## src/rtl/seg7_scan_decoder_pkg.sv

```systemverilog
// Shared definitions for the 7-segment scan decoder: active-high segment patterns,
// slot indices and the slot-tracking FSM encoding.
package seg7_scan_decoder_pkg;

  localparam logic [6:0] SEG_0 = 7'h3F;
  localparam logic [6:0] SEG_1 = 7'h06;
  localparam logic [6:0] SEG_2 = 7'h5B;
  localparam logic [6:0] SEG_3 = 7'h4F;
  localparam logic [6:0] SEG_4 = 7'h66;
  localparam logic [6:0] SEG_5 = 7'h6D;
  localparam logic [6:0] SEG_6 = 7'h7D;
  localparam logic [6:0] SEG_7 = 7'h07;
  localparam logic [6:0] SEG_8 = 7'h7F;
  localparam logic [6:0] SEG_9 = 7'h6F;

  localparam logic [1:0] SLOT_HH = 2'd0;
  localparam logic [1:0] SLOT_H  = 2'd1;
  localparam logic [1:0] SLOT_MM = 2'd2;
  localparam logic [1:0] SLOT_M  = 2'd3;

  typedef enum logic [1:0] {
    ST_IDLE,
    ST_TRACK,
    ST_CAPTURE,
    ST_HOLD
  } slot_state_e;

  function automatic logic is_one_hot(input logic [3:0] v);
    return (v != 4'd0) && ((v & (v - 4'd1)) == 4'd0);
  endfunction

  // Only meaningful for one-hot inputs; the FSM never captures anything else.
  function automatic logic [1:0] slot_of(input logic [3:0] v);
    logic [1:0] s;
    s = SLOT_HH;
    if (v[1]) s = SLOT_H;
    if (v[2]) s = SLOT_MM;
    if (v[3]) s = SLOT_M;
    return s;
  endfunction

endpackage

```

## src/rtl/seg7_scan_decoder_if.sv

```systemverilog
// Multiplexed 7-segment display bus: one-hot digit strobes plus active-low segment lines.
interface seg7_scan_decoder_if;
  logic [3:0] dig_sel;
  logic [6:0] segs;

  modport master (output dig_sel, output segs);
  modport slave  (input  dig_sel, input  segs);
endinterface

```

## src/rtl/seg7_scan_decoder_seg7_to_bcd.sv

```systemverilog
// Inverse of the display driver's BCD-to-segment table: active-high {g..a} pattern to
// {valid, value}; unknown patterns decode to 4'hF with valid low.
module seg7_to_bcd
  import seg7_scan_decoder_pkg::*;
(
  input  logic [6:0] seg_i,
  output logic       valid_o,
  output logic [3:0] value_o
);

  always_comb begin
    valid_o = 1'b1;
    unique case (seg_i)
      SEG_0:   value_o = 4'd0;
      SEG_1:   value_o = 4'd1;
      SEG_2:   value_o = 4'd2;
      SEG_3:   value_o = 4'd3;
      SEG_4:   value_o = 4'd4;
      SEG_5:   value_o = 4'd5;
      SEG_6:   value_o = 4'd6;
      SEG_7:   value_o = 4'd7;
      SEG_8:   value_o = 4'd8;
      SEG_9:   value_o = 4'd9;
      default: begin
        value_o = 4'hF;
        valid_o = 1'b0;
      end
    endcase
  end

endmodule

```

## src/rtl/seg7_scan_decoder.sv

```systemverilog
// Receives the scanned 4-digit display bus, debounces each strobe, decodes the digits
// and publishes complete HH:MM frames with error and loss-of-signal flags.
module seg7_scan_decoder
  import seg7_scan_decoder_pkg::*;
#(
  parameter int STABLE_CYCLES  = 4,
  parameter int TIMEOUT_CYCLES = 1024
) (
  input  logic                clk,
  input  logic                rst,
  seg7_scan_decoder_if.slave  disp,
  output logic [1:0]          dig_hh_o,
  output logic [3:0]          dig_h_o,
  output logic [2:0]          dig_mm_o,
  output logic [3:0]          dig_m_o,
  output logic                hh_blank_o,
  output logic                frame_valid_o,
  output logic                seg_error_o,
  output logic                lost_o
);

  localparam int         TW       = $clog2(TIMEOUT_CYCLES + 1);
  localparam logic [TW-1:0] TO_MAX = TW'(TIMEOUT_CYCLES);
  localparam logic [2:0] STABLE_W = 3'(STABLE_CYCLES);

  logic [3:0] sel_m_q, sel_s_q;
  logic [6:0] seg_m_q, seg_s_q;
  slot_state_e state_q, state_d;
  logic [2:0] cnt_q, cnt_d;
  logic [3:0] smp_sel_q, smp_sel_d;
  logic [6:0] smp_seg_q, smp_seg_d;
  logic [1:0] hh_sh_q, hh_sh_d;
  logic [3:0] h_sh_q, h_sh_d;
  logic [2:0] mm_sh_q, mm_sh_d;
  logic [3:0] m_sh_q, m_sh_d;
  logic [3:0] mask_q, mask_d;
  logic       err_q, err_d;
  logic [TW-1:0] to_q, to_d;
  logic       lost_q, lost_d;
  logic       pend_q, pend_d, pend_blank_q, pend_blank_d;
  logic [1:0] dig_hh_q, dig_hh_d;
  logic [3:0] dig_h_q, dig_h_d;
  logic [2:0] dig_mm_q, dig_mm_d;
  logic [3:0] dig_m_q, dig_m_d;
  logic       blank_q, blank_d, fv_q, fv_d;

  logic       dec_valid, one_hot, same, start;
  logic [3:0] dec_value;
  logic [2:0] cnt_inc;
  logic [1:0] cap_slot;

  seg7_to_bcd u_dec (
    .seg_i   (~smp_seg_q),
    .valid_o (dec_valid),
    .value_o (dec_value)
  );

  assign one_hot  = is_one_hot(sel_s_q);
  assign same     = (sel_s_q == smp_sel_q) && (seg_s_q == smp_seg_q);
  assign cnt_inc  = cnt_q + 3'd1;
  assign cap_slot = slot_of(smp_sel_q);

  // NOTE: every _d gets its hold value first so no path through this block infers a latch.
  always_comb begin
    state_d = state_q;  cnt_d = cnt_q;
    smp_sel_d = smp_sel_q;  smp_seg_d = smp_seg_q;
    hh_sh_d = hh_sh_q;  h_sh_d = h_sh_q;  mm_sh_d = mm_sh_q;  m_sh_d = m_sh_q;
    mask_d = mask_q;  err_d = err_q;  to_d = to_q;  lost_d = lost_q;
    pend_d = 1'b0;  pend_blank_d = pend_blank_q;
    dig_hh_d = dig_hh_q;  dig_h_d = dig_h_q;  dig_mm_d = dig_mm_q;  dig_m_d = dig_m_q;
    blank_d = blank_q;  fv_d = 1'b0;
    start = 1'b0;

    unique case (state_q)
      ST_IDLE: begin
        if (one_hot) begin
          start = 1'b1;
        end else if (sel_s_q == 4'd0 && to_q != TO_MAX) begin
          to_d = to_q + TW'(1);
          if (to_d == TO_MAX) lost_d = 1'b1;
        end
      end
      ST_TRACK: begin
        if (!one_hot) begin
          state_d = ST_IDLE;
        end else if (same) begin
          cnt_d = cnt_inc;
          if (cnt_inc == STABLE_W) state_d = ST_CAPTURE;
        end else begin
          start = 1'b1;
        end
      end
      ST_CAPTURE: begin
        unique case (cap_slot)
          SLOT_HH: begin
            hh_sh_d = dec_value[1:0];
            if (dec_value > 4'd2) err_d = 1'b1;
          end
          SLOT_H:  h_sh_d = dec_value;
          SLOT_MM: begin
            mm_sh_d = dec_value[2:0];
            if (dec_value > 4'd5) err_d = 1'b1;
          end
          SLOT_M:  m_sh_d = dec_value;
        endcase
        if (!dec_valid) err_d = 1'b1;
        mask_d[cap_slot] = 1'b1;
        to_d   = '0;
        lost_d = 1'b0;
        // The minute-units digit closes a frame; publish only if slots 1..3 all landed.
        if (cap_slot == SLOT_M) begin
          pend_d       = &mask_q[2:1];
          pend_blank_d = ~mask_q[0];
          mask_d       = 4'd0;
        end
        state_d = ST_HOLD;
      end
      ST_HOLD: begin
        if (!one_hot) state_d = ST_IDLE;
        else if (sel_s_q != smp_sel_q) start = 1'b1;
      end
    endcase

    if (start) begin
      smp_sel_d = sel_s_q;
      smp_seg_d = seg_s_q;
      cnt_d     = 3'd1;
      state_d   = (STABLE_W == 3'd1) ? ST_CAPTURE : ST_TRACK;
    end

    if (pend_q) begin
      dig_hh_d = pend_blank_q ? 2'd0 : hh_sh_q;
      dig_h_d  = h_sh_q;
      dig_mm_d = mm_sh_q;
      dig_m_d  = m_sh_q;
      blank_d  = pend_blank_q;
      fv_d     = 1'b1;
    end
  end

  // NOTE: state updates use <= so every register samples the pre-edge values of the others.
  always_ff @(posedge clk) begin
    if (rst) begin
      sel_m_q <= '0;  sel_s_q <= '0;  seg_m_q <= '1;  seg_s_q <= '1;
      state_q <= ST_IDLE;  cnt_q <= '0;  smp_sel_q <= '0;  smp_seg_q <= '1;
      // NOTE: shadow digits are reset too, so a frame never exposes power-up garbage.
      hh_sh_q <= '0;  h_sh_q <= '0;  mm_sh_q <= '0;  m_sh_q <= '0;
      mask_q <= '0;  err_q <= 1'b0;  to_q <= '0;  lost_q <= 1'b0;
      pend_q <= 1'b0;  pend_blank_q <= 1'b1;
      dig_hh_q <= '0;  dig_h_q <= '0;  dig_mm_q <= '0;  dig_m_q <= '0;
      blank_q <= 1'b1;  fv_q <= 1'b0;
    end else begin
      sel_m_q <= disp.dig_sel;  sel_s_q <= sel_m_q;
      seg_m_q <= disp.segs;     seg_s_q <= seg_m_q;
      state_q <= state_d;  cnt_q <= cnt_d;  smp_sel_q <= smp_sel_d;  smp_seg_q <= smp_seg_d;
      hh_sh_q <= hh_sh_d;  h_sh_q <= h_sh_d;  mm_sh_q <= mm_sh_d;  m_sh_q <= m_sh_d;
      mask_q <= mask_d;  err_q <= err_d;  to_q <= to_d;  lost_q <= lost_d;
      pend_q <= pend_d;  pend_blank_q <= pend_blank_d;
      dig_hh_q <= dig_hh_d;  dig_h_q <= dig_h_d;  dig_mm_q <= dig_mm_d;  dig_m_q <= dig_m_d;
      blank_q <= blank_d;  fv_q <= fv_d;
    end
  end

  assign dig_hh_o      = dig_hh_q;
  assign dig_h_o       = dig_h_q;
  assign dig_mm_o      = dig_mm_q;
  assign dig_m_o       = dig_m_q;
  assign hh_blank_o    = blank_q;
  assign frame_valid_o = fv_q;
  assign seg_error_o   = err_q;
  assign lost_o        = lost_q;

endmodule

```

## src/flat_wrapper.sv

```systemverilog
// flat-port wrapper written by rule: the top's interface ports become plain ports
module seg7_scan_decoder_flat import seg7_scan_decoder_pkg::*;
#(
  parameter int STABLE_CYCLES  = 4,
  parameter int TIMEOUT_CYCLES = 1024
)
  (clk, rst, dig_hh_o, dig_h_o, dig_mm_o, dig_m_o, hh_blank_o, frame_valid_o, seg_error_o, lost_o, disp_dig_sel, disp_segs);
  seg7_scan_decoder_if disp_i ();
  input  logic clk;
  input  logic rst;
  output logic [1:0] dig_hh_o;
  output logic [3:0] dig_h_o;
  output logic [2:0] dig_mm_o;
  output logic [3:0] dig_m_o;
  output logic hh_blank_o;
  output logic frame_valid_o;
  output logic seg_error_o;
  output logic lost_o;
  input wire logic [$bits(disp_i.dig_sel)-1:0] disp_dig_sel;
  input wire logic [$bits(disp_i.segs)-1:0] disp_segs;
  assign disp_i.dig_sel = disp_dig_sel;
  assign disp_i.segs = disp_segs;
  seg7_scan_decoder #(.STABLE_CYCLES(STABLE_CYCLES), .TIMEOUT_CYCLES(TIMEOUT_CYCLES)) u_core (.clk(clk), .rst(rst), .disp(disp_i), .dig_hh_o(dig_hh_o), .dig_h_o(dig_h_o), .dig_mm_o(dig_mm_o), .dig_m_o(dig_m_o), .hh_blank_o(hh_blank_o), .frame_valid_o(frame_valid_o), .seg_error_o(seg_error_o), .lost_o(lost_o));
endmodule
```

## config.mk

```make
export PLATFORM = sky130hd
export DESIGN_NAME = seg7_scan_decoder_flat
export DESIGN_NICKNAME = d
export VERILOG_FILES = /design/src/rtl/seg7_scan_decoder_pkg.sv /design/src/rtl/seg7_scan_decoder_if.sv /design/src/rtl/seg7_scan_decoder_seg7_to_bcd.sv /design/src/rtl/seg7_scan_decoder.sv /design/src/flat_wrapper.sv
export SDC_FILE = /design/constraint.sdc
export NUM_CORES = 1
export LEC_CHECK = 0
export ABC_AREA = 1
export CAP_MARGIN = 20
export CORE_MARGIN = 5
export CORE_UTILIZATION = 51
export CTS_CLUSTER_SIZE = 14
export DETAILED_ROUTE_END_ITERATION = 10
export PLACE_DENSITY = 0.78
export SLEW_MARGIN = 20
export SYNTH_ARGS = -nofsm -noshare
export SYNTH_HDL_FRONTEND = slang
export SYNTH_SLANG_ARGS = --single-unit
```

## constraint.sdc

```tcl
create_clock -name clk -period 2 [get_ports clk]
set_input_delay 0.4 -clock clk [delete_from_list [all_inputs] [get_ports clk]]
set_output_delay 0.4 -clock clk [all_outputs]
set_load 0.03 [all_outputs]
```

==> results_dict.tcl <==
set metrics [dict create \
    drtAntennaViolNets 0 \
    io_pins 30 \
    layout.cells.non_filler 670 \
    timing.hold.ws_ps 410 \
    regToRegSetupSlack_ps 290 \
    h-tree-depth 3 \
    setup_viol 0 \
    max_freq_mhz 564 \
    totalWireLength_um 7340 \
    ys_seq_elements 84 \
    grt.overflow.total 0 \
    core_area_um2 7290 \
    synthTopCellsByArea "dfxtp_1, nand2_1, nor2_1" \
    synth_ff_type "dfxtp_1" \
    grt_pass1_vias 3096 \
    cap_violations 0 \
    synth_cell_types 39 \
    cts_tree "done" \
    period_share_pct 88.7 \
    timing_hold_violations_final 0 \
    synth_top_cell_by_area "dfxtp_1" \
    clk_pin_slew_ps 90 \
    tns_ps 0 \
    comb_power_share_pct 11.6 \
    max_stage_delay_ps 670 \
    seq_power_share_pct 53.2 \
    wire_per_inst_um 11.0 \
    grtUsageTotal_pct 16.9 \
    ys_warn_count 0 \
    cts_buffers 9 \
    rsz0062_at_grt "false" \
    clk-insertion-delay-late_ps 350 \
    syn_avg_cell_area_um2 7.16 \
    grt_pass1_wl_um 13400 \
    dp_cells 654 \
    power.switching_w 0.000920 \
    insertedDiodeCount 0 \
    synth_top_area_share_pct 43.9 \
    place_ws_ps 314 \
    clockBufferDepth 2 \
    fin_worst_skew_ps 9.23 \
    crit_family "buffers and inverters" \
    syn_inst 535 \
    cts_setup_buffers 0 \
    gp_congestion 0.904 \
    worst_slack_ps 225 \
    grt_max_degree 50 \
    die-area_um2 9340 \
    floorplan.die.width_um 96.6 \
    report.final.slew_viol_count 0 \
    internal-power_w 0.00248 \
    postCtsResizedCells 0 \
    switching_share_pct 27.1 \
    vdd_ir_drop_max_mv 0.526 \
    cp.arrival_ps 1370 \
    maxSlewHeadroom_pct 75.6 \
    numPortBuffers 29 \
    tightest_slew_ps 365 \
    vias 3283 \
    drt_iter0_markers 147 \
    async_flop_share_pct 0 \
    firstDrtPassIters 5 \
    critPathCaptureType "output pin" \
    cp_cell_sequence "clkdlybuf4s50_1" \
    path_max_fanout 2 \
    ys_seq_area_share_pct 43.9 \
    outcome "finished clean" \
    synthToLayoutAreaGrowth_pct 15.3 \
    hold_buffers 0 \
    path_buf_inv 1 \
    fin_crit_ps 1770 \
    antenna_found_initial 0 \
    crit_slowest_cell "clkdlybuf4s50_1" \
    nNetsFinal 584 \
    synth_nets 553 \
    netlist_area_um2 3830 \
    p_per_area_nw_per_um2 770 \
    viasPerCell 4.90 \
    hpwlAfterDp_um 5360 \
    route.detailed.drc 0 \
    cts-root-buf "clkbuf_8" \
    initial_core_util_pct 52.5 \
    clock-sinks 84 \
    fp.dieH_um 96.6 \
    rows 31 \
    crit_path_start_kind "flop" \
    critical_path_class "flop to output pin" \
    p_leak_nw 2.04 \
    fin_util_pct 60.6 \
    pwr-share-clk_pct 35.2 \
    crit_required_ps 1600 \
    hp-class "flop to flop" \
    synth-edff-count 0 \
    layout-drive-gt1-share_pct 11.7 \
]
[flip-flops by register name, summed over array words and instances (netlist names), named ones only]
name                  flops
u_core.cnt_q              3
u_core.dig_h_o            4
u_core.dig_hh_o           2
u_core.dig_m_o            4
u_core.dig_mm_o           3
u_core.frame_valid_o      1
u_core.h_sh_q             4
u_core.hh_blank_o         1
u_core.hh_sh_q            2
u_core.lost_o             1
u_core.m_sh_q             4
u_core.mask_q             1
u_core.mm_sh_q            3
u_core.pend_blank_q       1
u_core.pend_q             1
u_core.seg_error_o        1
u_core.seg_m_q            7
u_core.seg_s_q            7
u_core.sel_m_q            4
u_core.sel_s_q            4
u_core.smp_seg_q          7
u_core.smp_sel_q          4
u_core.state_q            2
u_core.to_q              11
[layout make-up]
class / instances / area, um2
clock buffer: 10 / 128
clock inverter: 6 / 71.3
fill: 677 / 2880
inverter: 71 / 269
multi-input combinational: 366 / 1800
sequential: 84 / 1680
tap: 99 / 124
timing repair buffer: 34 / 340
[power groups by stage]
| stage | Clock, W | Combinational (W) | Sequential, W |
|---|---|---|---|
| 6_report | 0.00119 | 0.000396 | 0.00181 |
| 5_1_grt | 0.00131 | 0.000459 | 0.00182 |
| 4_1_cts | 0.00124 | 0.000399 | 0.00181 |
| 3_5_place_dp | 0 | 0.000396 | 0.00185 |
| 3_3_place_gp | 0 | 0.000388 | 0.00184 |
| 2_1_floorplan | 0 | 0.000321 | 0.00183 |
[synth_stat cells (2+ instances only)]
master	n
a21oi_1	33
buf_6	3
clkbuf_1	10
dfxtp_1	84
ha_1	5
inv_1	58
inv_2	12
nand2_1	126
nand3_1	31
nand3_2	4
nand4_1	8
nor2_1	80
nor2_2	2
nor2_4	4
nor3_1	2
nor3_2	2
o21ai_0	24
o21ai_1	8
o21bai_1	2
or2_2	14
xnor2_1	4
xnor2_2	2
[cell families (layout without fill, tap and decap cells)]
group	count (synthesis)	after routing	share of synthesized area, %
buf+inv	85	121	9.02
flops	84	84	43.9
xor+xnor	7	7	1.99
simple gates	280	280	33.2
fa+ha+maj	5	5	1.63
compound gates	74	74	10.2
[worst paths after layout]
path                      startpoint                 to  cells after the start
hold / removal     u_core.sel_m_q[0]  u_core.sel_s_q[0]                      2
hold reg to reg    u_core.sel_m_q[0]  u_core.sel_s_q[0]                      2
setup / recovery  u_core.dig_mm_o[2]        dig_mm_o[2]                      1
setup reg to reg      u_core.to_q[0]      u_core.lost_o                     11
[layer usage]
layer,track usage (%),vias up,part of all wire (%)
met4,6.48,0,1.4
met2,27.1,56,47
met5,0,-,0
met1,21.3,1482,48
li1,-,1738,-
met3,5.04,7,3.4
[stage by stage]
stage / instance area [um2] / power, W
2_1_floorplan: 3830 / 0.00215
3_3_place_gp: 4220 / 0.00223
3_5_place_dp: 4220 / 0.00224
4_1_cts: 4420 / 0.00345
5_1_grt: 4420 / 0.00359
6_report: 4420 / 0.00340
[cells in the final DEF, fill, tap and decap left out, types with 4 or more instances in the layout]
| cell | count |
|---|---|
| a21oi_1 | 33 |
| buf_4 | 4 |
| clkbuf_8 | 9 |
| clkdlybuf4s50_1 | 29 |
| dfxtp_1 | 84 |
| ha_1 | 5 |
| inv_1 | 58 |
| inv_2 | 12 |
| nand2_1 | 126 |
| nand3_1 | 31 |
| nand3_2 | 4 |
| nand4_1 | 8 |
| nor2_1 | 80 |
| nor2_4 | 4 |
| o21ai_0 | 24 |
| o21ai_1 | 8 |
| or2_2 | 14 |
| xnor2_1 | 4 |
Power figures use the tool's default switching activity.
